==> src/rtl/reg_scoreboard.sv <==
// Dual-issue register scoreboard: 2-bit pending-write counters for r1..r31 with issue stalls.
// Optional macro SCOREBOARD_BYPASS_EN lets a same-cycle write-back of the last pending write unblock a read.
module reg_scoreboard (
  input  logic        clk,
  input  logic        reset_n,
  input  logic        way0_issueValid_i,
  input  logic [4:0]  way0_rs1Addr_i,
  input  logic [4:0]  way0_rs2Addr_i,
  input  logic        way0_rs1ReadEnable_i,
  input  logic        way0_rs2ReadEnable_i,
  input  logic [4:0]  way0_rdAddr_i,
  input  logic        way0_rdWriteEnable_i,
  input  logic        way1_issueValid_i,
  input  logic [4:0]  way1_rs1Addr_i,
  input  logic [4:0]  way1_rs2Addr_i,
  input  logic        way1_rs1ReadEnable_i,
  input  logic        way1_rs2ReadEnable_i,
  input  logic [4:0]  way1_rdAddr_i,
  input  logic        way1_rdWriteEnable_i,
  input  logic        wb0_valid_i,
  input  logic [4:0]  wb0_rdAddr_i,
  input  logic        wb1_valid_i,
  input  logic [4:0]  wb1_rdAddr_i,
  input  logic        flush_i,
  output logic        way0_stall_o,
  output logic        way1_stall_o,
  output logic [31:0] busy_o,
  output logic        err_o
);

  logic [1:0]  r_cnt [1:31];
  logic        r_err;
  logic [1:0]  w_cnt_d [1:31];
  logic [31:0] w_busy, w_full, w_ge2, w_wb0_hit, w_wb1_hit, w_src_busy, w_uflow;
  logic        w_wr0, w_wr1, w_haz0, w_haz1, w_stall0, w_stall1, w_iss0, w_iss1;
  logic        w_raw01, w_ovf01;

  always_comb begin
    w_busy     = '0;
    w_full     = '0;
    w_ge2      = '0;
    w_wb0_hit  = '0;
    w_wb1_hit  = '0;
    w_src_busy = '0;
    for (int r = 1; r < 32; r++) begin
      w_busy[r]    = (r_cnt[r] != 2'd0);
      w_full[r]    = (r_cnt[r] == 2'd3);
      w_ge2[r]     = r_cnt[r][1];
      w_wb0_hit[r] = wb0_valid_i && (wb0_rdAddr_i == 5'(r));
      w_wb1_hit[r] = wb1_valid_i && (wb1_rdAddr_i == 5'(r));
`ifdef SCOREBOARD_BYPASS_EN
      w_src_busy[r] = w_busy[r] &&
                      !((r_cnt[r] == 2'd1) && (w_wb0_hit[r] || w_wb1_hit[r]));
`else
      w_src_busy[r] = w_busy[r];
`endif
    end
  end

  // Stalls use only pre-update counters; during reset they follow flush_i alone.
  always_comb begin
    w_wr0   = way0_rdWriteEnable_i && (way0_rdAddr_i != 5'd0);
    w_wr1   = way1_rdWriteEnable_i && (way1_rdAddr_i != 5'd0);
    w_haz0  = (way0_rs1ReadEnable_i && w_src_busy[way0_rs1Addr_i]) ||
              (way0_rs2ReadEnable_i && w_src_busy[way0_rs2Addr_i]) ||
              (w_wr0 && w_full[way0_rdAddr_i]);
    w_haz1  = (way1_rs1ReadEnable_i && w_src_busy[way1_rs1Addr_i]) ||
              (way1_rs2ReadEnable_i && w_src_busy[way1_rs2Addr_i]) ||
              (w_wr1 && w_full[way1_rdAddr_i]);
    w_stall0 = flush_i || (reset_n && w_haz0);
    w_iss0   = way0_issueValid_i && !w_stall0;
    w_raw01  = w_iss0 && w_wr0 &&
               ((way1_rs1ReadEnable_i && (way1_rs1Addr_i == way0_rdAddr_i)) ||
                (way1_rs2ReadEnable_i && (way1_rs2Addr_i == way0_rdAddr_i)));
    w_ovf01  = w_iss0 && w_wr0 && w_wr1 && (way1_rdAddr_i == way0_rdAddr_i) &&
               w_ge2[way0_rdAddr_i];
    w_stall1 = flush_i || (reset_n && (w_haz1 || w_stall0 || w_raw01 || w_ovf01));
    w_iss1   = way1_issueValid_i && !w_stall1;
  end

  always_comb begin
    w_uflow = '0;
    for (int r = 1; r < 32; r++) begin
      logic [2:0] w_inc;
      logic [2:0] w_dec;
      logic [2:0] w_sum;
      w_inc = 3'(w_iss0 && w_wr0 && (way0_rdAddr_i == 5'(r))) +
              3'(w_iss1 && w_wr1 && (way1_rdAddr_i == 5'(r)));
      w_dec = 3'(w_wb0_hit[r]) + 3'(w_wb1_hit[r]);
      w_sum = {1'b0, r_cnt[r]} + w_inc;
      if (w_sum < w_dec) begin
        w_cnt_d[r] = 2'd0;
        w_uflow[r] = 1'b1;
      end else begin
        w_cnt_d[r] = 2'(w_sum - w_dec);
      end
    end
  end

  always_ff @(posedge clk or negedge reset_n) begin
    if (!reset_n) begin
      for (int r = 1; r < 32; r++) r_cnt[r] <= 2'd0;
      r_err <= 1'b0;
    end else if (flush_i) begin
      for (int r = 1; r < 32; r++) r_cnt[r] <= 2'd0;
    end else begin
      for (int r = 1; r < 32; r++) r_cnt[r] <= w_cnt_d[r];
      r_err <= r_err | (|w_uflow);
    end
  end

  assign way0_stall_o = w_stall0;
  assign way1_stall_o = w_stall1;
  assign busy_o       = w_busy;
  assign err_o        = r_err;

endmodule

==> config.mk <==
export PLATFORM = sky130hd
export DESIGN_NAME = reg_scoreboard
export DESIGN_NICKNAME = d
export VERILOG_FILES = /design/src/rtl/reg_scoreboard.sv
export SDC_FILE = /design/constraint.sdc
export NUM_CORES = 1
export LEC_CHECK = 0
export ABC_AREA = 1
export CORE_MARGIN = 2
export CORE_UTILIZATION = 50
export DETAILED_ROUTE_END_ITERATION = 12
export GPL_TIMING_DRIVEN = 1
export PLACE_DENSITY = 0.74
export SYNTH_ARGS = -nofsm -noshare
export SYNTH_HDL_FRONTEND = slang
export SYNTH_SLANG_ARGS = --single-unit
==> constraint.sdc <==
create_clock -name clk -period 4.1 [get_ports clk]
set_input_delay 0.82 -clock clk [delete_from_list [all_inputs] [get_ports clk]]
set_output_delay 0.82 -clock clk [all_outputs]
set_load 0.01 [all_outputs]
[Word level (Yosys, flattened, before mapping)]
Index checks and enable logic that the tools add are counted.
Storage, ports and cells
  logic and storage cells: 619
  register bits after elaboration: 63
  bits of input ports: 53
Cells by class
  add/sub/neg operators: 124
  magnitude comparators: 37
  eq/ne operators: 158
  reductions and logical operators: 190
  multiplexer cells: 77
  bitwise gates (word level): 1
Operator list (number)
  5-bit == test, second input constant: 64
  5-bit by 4-bit == test with 1-bit output, second input constant: 32
  1-bit logical AND: 144
  1-bit by 1-bit adder with 2-bit output: 62
  2-bit by 2-bit adder with 3-bit output: 31
  3-bit by 2-bit less-than comparator with 1-bit output: 31
  5-bit by 3-bit == test with 1-bit output, second input constant: 16
  2-bit == test, second input constant: 31
  2-bit two-way mux: 31
  62-bit two-way mux: 1
  2-bit nonzero test: 31
  2-bit subtractor: 31
  5-bit by 2-bit == test with 1-bit output, second input constant: 8
  1-bit two-way mux: 38
  5-bit by 6-bit less-than comparator with 1-bit output, second input constant: 6
  1-bit binary-select mux with 5-bit select: 7
  31-bit OR reduction: 1
  5-bit by 1-bit == test with 1-bit output, second input constant: 4
  5-bit == test: 3
  1-bit logical OR: 10
  5-bit nonzero test: 2
  1-bit logical NOT: 2
  1-bit bitwise OR: 1

[Longest topological paths before layout]
  depth after elaboration: 27
  depth in mapped cells: 31
  depth with buffers taken out: 28

[Worst setup path before layout]
Ideal clock, no wire load.
  kind: input to register
  start point: in way0_rdAddr_i[1]
  end point: reg r_err, in the netlist err_o
  slack: -0.170 ns
  stages on the path: 29
  arrival: 4.152 ns
  library setup time: 0.118 ns
  cells stage by stage: buf_4 -> nand2_2 -> inv_2 -> buf_4 -> nand2_1 -> nand2_1 -> nor2_1 -> nor2_1 -> nor2_1 -> nand2_1 -> nand2_1 -> nand3_1 -> nand3_1 -> nand2_1 -> nand2_1 -> nor2_1 -> nand2_1 -> nand2_2 -> nand3_2 -> buf_6 -> nor2_2 -> fa_1 -> fa_1 -> nand2_1 -> o21bai_1 -> nand4_1 -> nor4_1 -> nand2_1 -> a21o_1
On the way
  word-level cells in the longest chain between the ends: 25
  elaborated cells between the ends (all ways): 250
RTL lines
  start, declared: RTL line 11  | input logic [4:0] way0_rdAddr_i,
  1-bit binary-select mux with 5-bit select or 5-bit nonzero test (tied branches): RTL line 66, 62
  1-bit two-way mux (implied by the code) or 1-bit logical AND (tied branches): RTL line 66, 62
  1-bit logical AND *: RTL line 66  | (w_wr0 && w_full[way0_rdAddr_i]);
  1-bit logical OR *: RTL line 65  | (way0_rs2ReadEnable_i && w_src_busy[way0_rs2Addr_i]) ||
  1-bit logical AND *: RTL line 70  | w_stall0 = flush_i || (reset_n && w_haz0);
  1-bit logical OR *: RTL line 70
  via way0_stall_o: RTL line 25  | output logic way0_stall_o,
  1-bit logical NOT: RTL line 71  | w_iss0 = way0_issueValid_i && !w_stall0;
  [9 not listed]
  1-bit logical AND: RTL line 78  | w_iss1 = way1_issueValid_i && !w_stall1;
  1-bit logical AND (2 in a row): RTL line 88  | 3'(w_iss1 && w_wr1 && (way1_rdAddr_i == 5'(r)));
  1-bit by 1-bit adder with 2-bit output: RTL line 87  | w_inc = 3'(w_iss0 && w_wr0 && (way0_rdAddr_i == 5'(r))) +
  2-bit by 2-bit adder with 3-bit output: RTL line 90  | w_sum = {1'b0, r_cnt[r]} + w_inc;
  3-bit by 2-bit less-than comparator with 1-bit output: RTL line 91  | if (w_sum < w_dec) begin
  1-bit two-way mux: RTL line 91
  31-bit OR reduction *: RTL line 108  | r_err <= r_err | (|w_uflow);
  1-bit bitwise OR *: RTL line 108
  end signal, assigned: RTL line 108
  end, declared: RTL line 32  | logic r_err;
The timed path passes the listed nets; every way through them passes the cells marked *. The select of a mux whose other input is x is not followed.
A chain may end at the register's enable or synchronous reset.

[Worst setup path after layout]
  start point: in way1_rdAddr_i[1]
  end point: reg r_err, in the netlist err_o
On the way
  word-level cells in the longest chain between the ends: 19
  elaborated cells between the ends (all ways): 206
RTL lines
  start, declared: RTL line 18  | input logic [4:0] way1_rdAddr_i,
  1-bit binary-select mux with 5-bit select or 5-bit nonzero test (tied branches): RTL line 69, 63
  1-bit two-way mux (implied by the code) or 1-bit logical AND (tied branches): RTL line 69, 63
  1-bit logical AND: RTL line 69  | (w_wr1 && w_full[way1_rdAddr_i]);
  1-bit logical OR: RTL line 68  | (way1_rs2ReadEnable_i && w_src_busy[way1_rs2Addr_i]) ||
  1-bit logical OR (3 in a row): RTL line 77  | w_stall1 = flush_i || (reset_n && (w_haz1 || w_stall0 || w_raw01 || w_ovf01));
  1-bit logical AND: RTL line 77
  1-bit logical OR: RTL line 77
  1-bit logical NOT: RTL line 78
  1-bit logical AND: RTL line 78
  1-bit logical AND (2 in a row): RTL line 88
  1-bit by 1-bit adder with 2-bit output: RTL line 87
  2-bit by 2-bit adder with 3-bit output: RTL line 90
  3-bit by 2-bit less-than comparator with 1-bit output: RTL line 91
  1-bit two-way mux: RTL line 91
  31-bit OR reduction *: RTL line 108
  1-bit bitwise OR *: RTL line 108
Every way passes the cells marked *; elsewhere a longest branch is shown, timed or not. The select of a mux whose other input is x is not followed.

==> impl_summary.txt <==
----------------------------------------------------
[Detailed routing]
  Wire length after detailed routing ... 40830 um
  Number of routed nets with antenna violations ... 0
  Total number of vias ... 11658
  Post-route DRC violation count ... 0
  Length of the first detailed-routing pass in iterations ... 9
  Routed length per instance ... 19.83 um
  Vias/cell ... 5.662
  Number of violations reported at the end of detailed-routing iteration 0 ... 1364

[Final layout]
  Area overhead of the layout relative to synthesis ... 46.49%
  Total number of nets in the final design ... 2028
  Total of fill cells in the finished design ... 1446
  Final instance area ... 13690 um2
  Most frequent standard cell in the layout excluding fill and tap cells ... sky130_fd_sc_hd__nand2_1
  End-of-flow core utilization ... 73.95%
  Final non-filler cell total ... 2059
  Inserted Diodes ... 0
  Share of layout cells above drive strength 1 ... 26.47%
  Most frequent cells in the layout ... 403 x sky130_fd_sc_hd__nand2_1, 296 x sky130_fd_sc_hd__buf_4, 194 x sky130_fd_sc_hd__inv_1

[Power and ir drop]
  Combinational cell fraction of total power ... 35.4%
  Power density relative to cell area ... 167.1 nW/um2
  Clock group share of total power ... 36.4%
  Internal Pwr Total ... 1.491 mW
  Sequential share of power ... 28.1%
  Net switching power figure ... 796.4 uW
  Static leakage ... 6.995 nW
  Switching portion of total power ... 34.81%
  Post-route total power ... 2.288 mW
  Highest ir drop seen on vdd ... 160.3 uV

[Clock tree]
  Total of hold buffers inserted after clock tree synthesis ... 0
  Number of buffers between clock root and the deepest sink ... 2
  Deepest level of the CTS H-tree ... 3
  Clock buffer count from CTS ... 9
  Insertion delay to the later sink of the worst-skew pair ... 0.35 ns
  Worst-path clk slew ... 0.06 ns
  Clock root buffer ... sky130_fd_sc_hd__clkbuf_16
  Clock tree from TritonCTS ... yes
  Clock tree sinks ... 63

[Die]
  Height of the die ... 140.7 um
  Core Rows ... 50
  Overall die width ... 140.7 um
  Core area ... 18520 um2
  Effective utilization at floorplan ... 50.48%
  Total Die Area ... 19800 um2
  Number of primary I/O pins ... 88

[STA]
  Setup repair after global routing missed its margin ... true
  Clock skew ... 0.008520 ns
  Maximum clock frequency ... 0.2188 GHz
  Part of the cycle the worst path needs ... 111.5%
  Max-slew violations ... 0
  Max-slew headroom at the worst pin ... 35.78%
  Worst setup slack after layout ... -0.4707 ns
  Final worst path period need ... 4.571 ns
  Transition time of the tightest slew-check pin ... 0.9634 ns
  Hold Fails Final Rpt ... 0
  Number of failing setup endpoints in the final timing report ... 2
  Worst hold margin ... 0.5197 ns

[Yosys]
  Main combinational cell family by area after synthesis ... simple AND/OR/NAND/NOR gates
  Count of cell types in the netlist ... 43
  Post-synthesis compound-gate area fraction ... 8.754%
  Ys flop type ... sky130_fd_sc_hd__dfrtp_1
  Number of synthesized flops with an enable pin ... 0
  Ys Warns ... 0
  Syn Std Cell Area ... 9348 um2
  Cell count after synthesis ... 1443
  Proportion of synthesized chip area in sequential cells ... 16.87%
  XOR/XNOR Fraction of Synth Area ... 0.4685%
  Asr flop ratio synth ... 100.0%
  Synth Area in Adders ... 25.73%
  Area share of and/or/nand/nor cells after synthesis ... 36.33%
  Multiplexer share of the synthesized area ... 0%
  Average cell area after synthesis ... 6.478 um2
  Nets in the synthesized netlist ... 1651
  #FFs+latches synth ... 63

[Worst setup path]
  Buffer and inverter count on the worst path ... 7
  Arrival time worst endpoint ... 4.81 ns
  Worst Path Required ... 4.34 ns
  Most frequent CP cell ... sky130_fd_sc_hd__nand2_1
  Maximum fanout encountered on the critical timing path ... 5
  Crit path max-delay cell type ... sky130_fd_sc_hd__fa_1
  Setup slack of the worst register-to-register path ... -0.38 ns
  Startpoint type of the worst setup path ... input pin
  Worst Path Class, Setup ... in2reg
  CP delay by family, top ... simple AND/OR/NAND/NOR gates
  CP peak stage delay ... 0.57 ns
  Endpoint class of the critical path ... flop

[Placement]
  Placed cell areas ... 12690 um2
  Cell total after placement ... 2009
  IO Port Bufs ... 86
  Detailed placement HPWL ... 32420 um
  Final weighted congestion in routability-driven placement ... 1.049

[Global route]
  Pin count of the biggest net entering global routing ... 64
  Global router's overall resource usage ... 41.16%
  Overflow after GRT ... 0
  First-pass GRT wire length ... 61830 um
  Number of antenna violations at the first check in global routing ... 0
  Vias in the first global route ... 11253

[Flow run]
  Number of max-cap violations ... 0

[Status]
  Run status ... complete, but fails checks
  Failing checks ... setup timing

[Worst hold path]
  Worst hold path class ... reg2reg

----------------------------------------------------
-- routing by layer --
metal	GRT usage (%)	wire length, um	part of all wire (%)
met1	50.68	14890	36
met2	67.29	18670	46
met3	8.933	4414	11
met4	23.05	2861	7.0
met5	0	0	0
-- path summary, 6_finish.rpt --
kind                                   from   endpoint  cells past startpoint
max in group asynchronous           reset_n  r_cnt[34]                      2
min reg2reg                           err_o      err_o                      1
max                        way1_rdAddr_i[1]      err_o                     28
min                                   err_o      err_o                      1
max reg2reg                        r_cnt[6]      err_o                     26
min in group asynchronous           reset_n  r_cnt[56]                      2
-- state kept, by name, indices dropped and copies added, names as in the netlist --
signal / count
err_o: 1
r_cnt: 62
-- logic make-up after synthesis --
group,count (synthesis)
simple gates,805
xor+xnor,5
buf+inv,275
fa+ha+maj,155
compound gates,139
flops,63
other cells,1
-- area by class of cell --
type	count	area (um2)	area share, %
multi-input combinational	1106	7015	51.23
clock inverter	5	56.30	0.4112
sequential	63	1577	11.51
tap	234	292.8	2.138
clock buffer	11	252.7	1.846
timing repair buffer	418	3631	26.52
inverter	222	868.3	6.341
-- stage by stage --
stage / setup TNS, ns / setup slack [ns]
floorplan: 0 / 0.001532
global placement: -36.70 / -1.270
detailed placement: -41.24 / -1.280
CTS: -0.3295 / -0.3295
global route: -1.768 / -0.6744
finish: -0.5284 / -0.4707
-- power groups by stage --
| stage | clock network (mW) | logic (mW) | registers, mW |
|---|---|---|---|
| after floorplan | 0 | 0.331 | 0.653 |
| after global placement | 0 | 0.707 | 0.654 |
| after detailed placement | 0 | 0.714 | 0.654 |
| after CTS | 0.830 | 0.753 | 0.643 |
| after global routing | 0.862 | 0.862 | 0.644 |
| final | 0.834 | 0.810 | 0.644 |
-- Yosys cell counts (all sizes together), types with 18 or more instances --
cell	count	share of area, %
buf	28	1.9
clkbuf	25	1.0
dfrtp	63	17
fa	62	13
ha	93	12
inv	218	8.8
nand2	419	17
nand3	123	6.6
nand4	32	2.1
nor2	197	8.4
nor3	19	1.1
o21ai	71	3.8
o21bai	22	1.8
o22ai	18	1.2
-- what timing repair did --
item	CTS	global route
setup endpoints to repair	64	49
gates cloned	3	0
pin swaps	20	46
resized for setup	101	90
buffers inserted	11	21
Note: power is estimated with default switching activity, not from simulation.
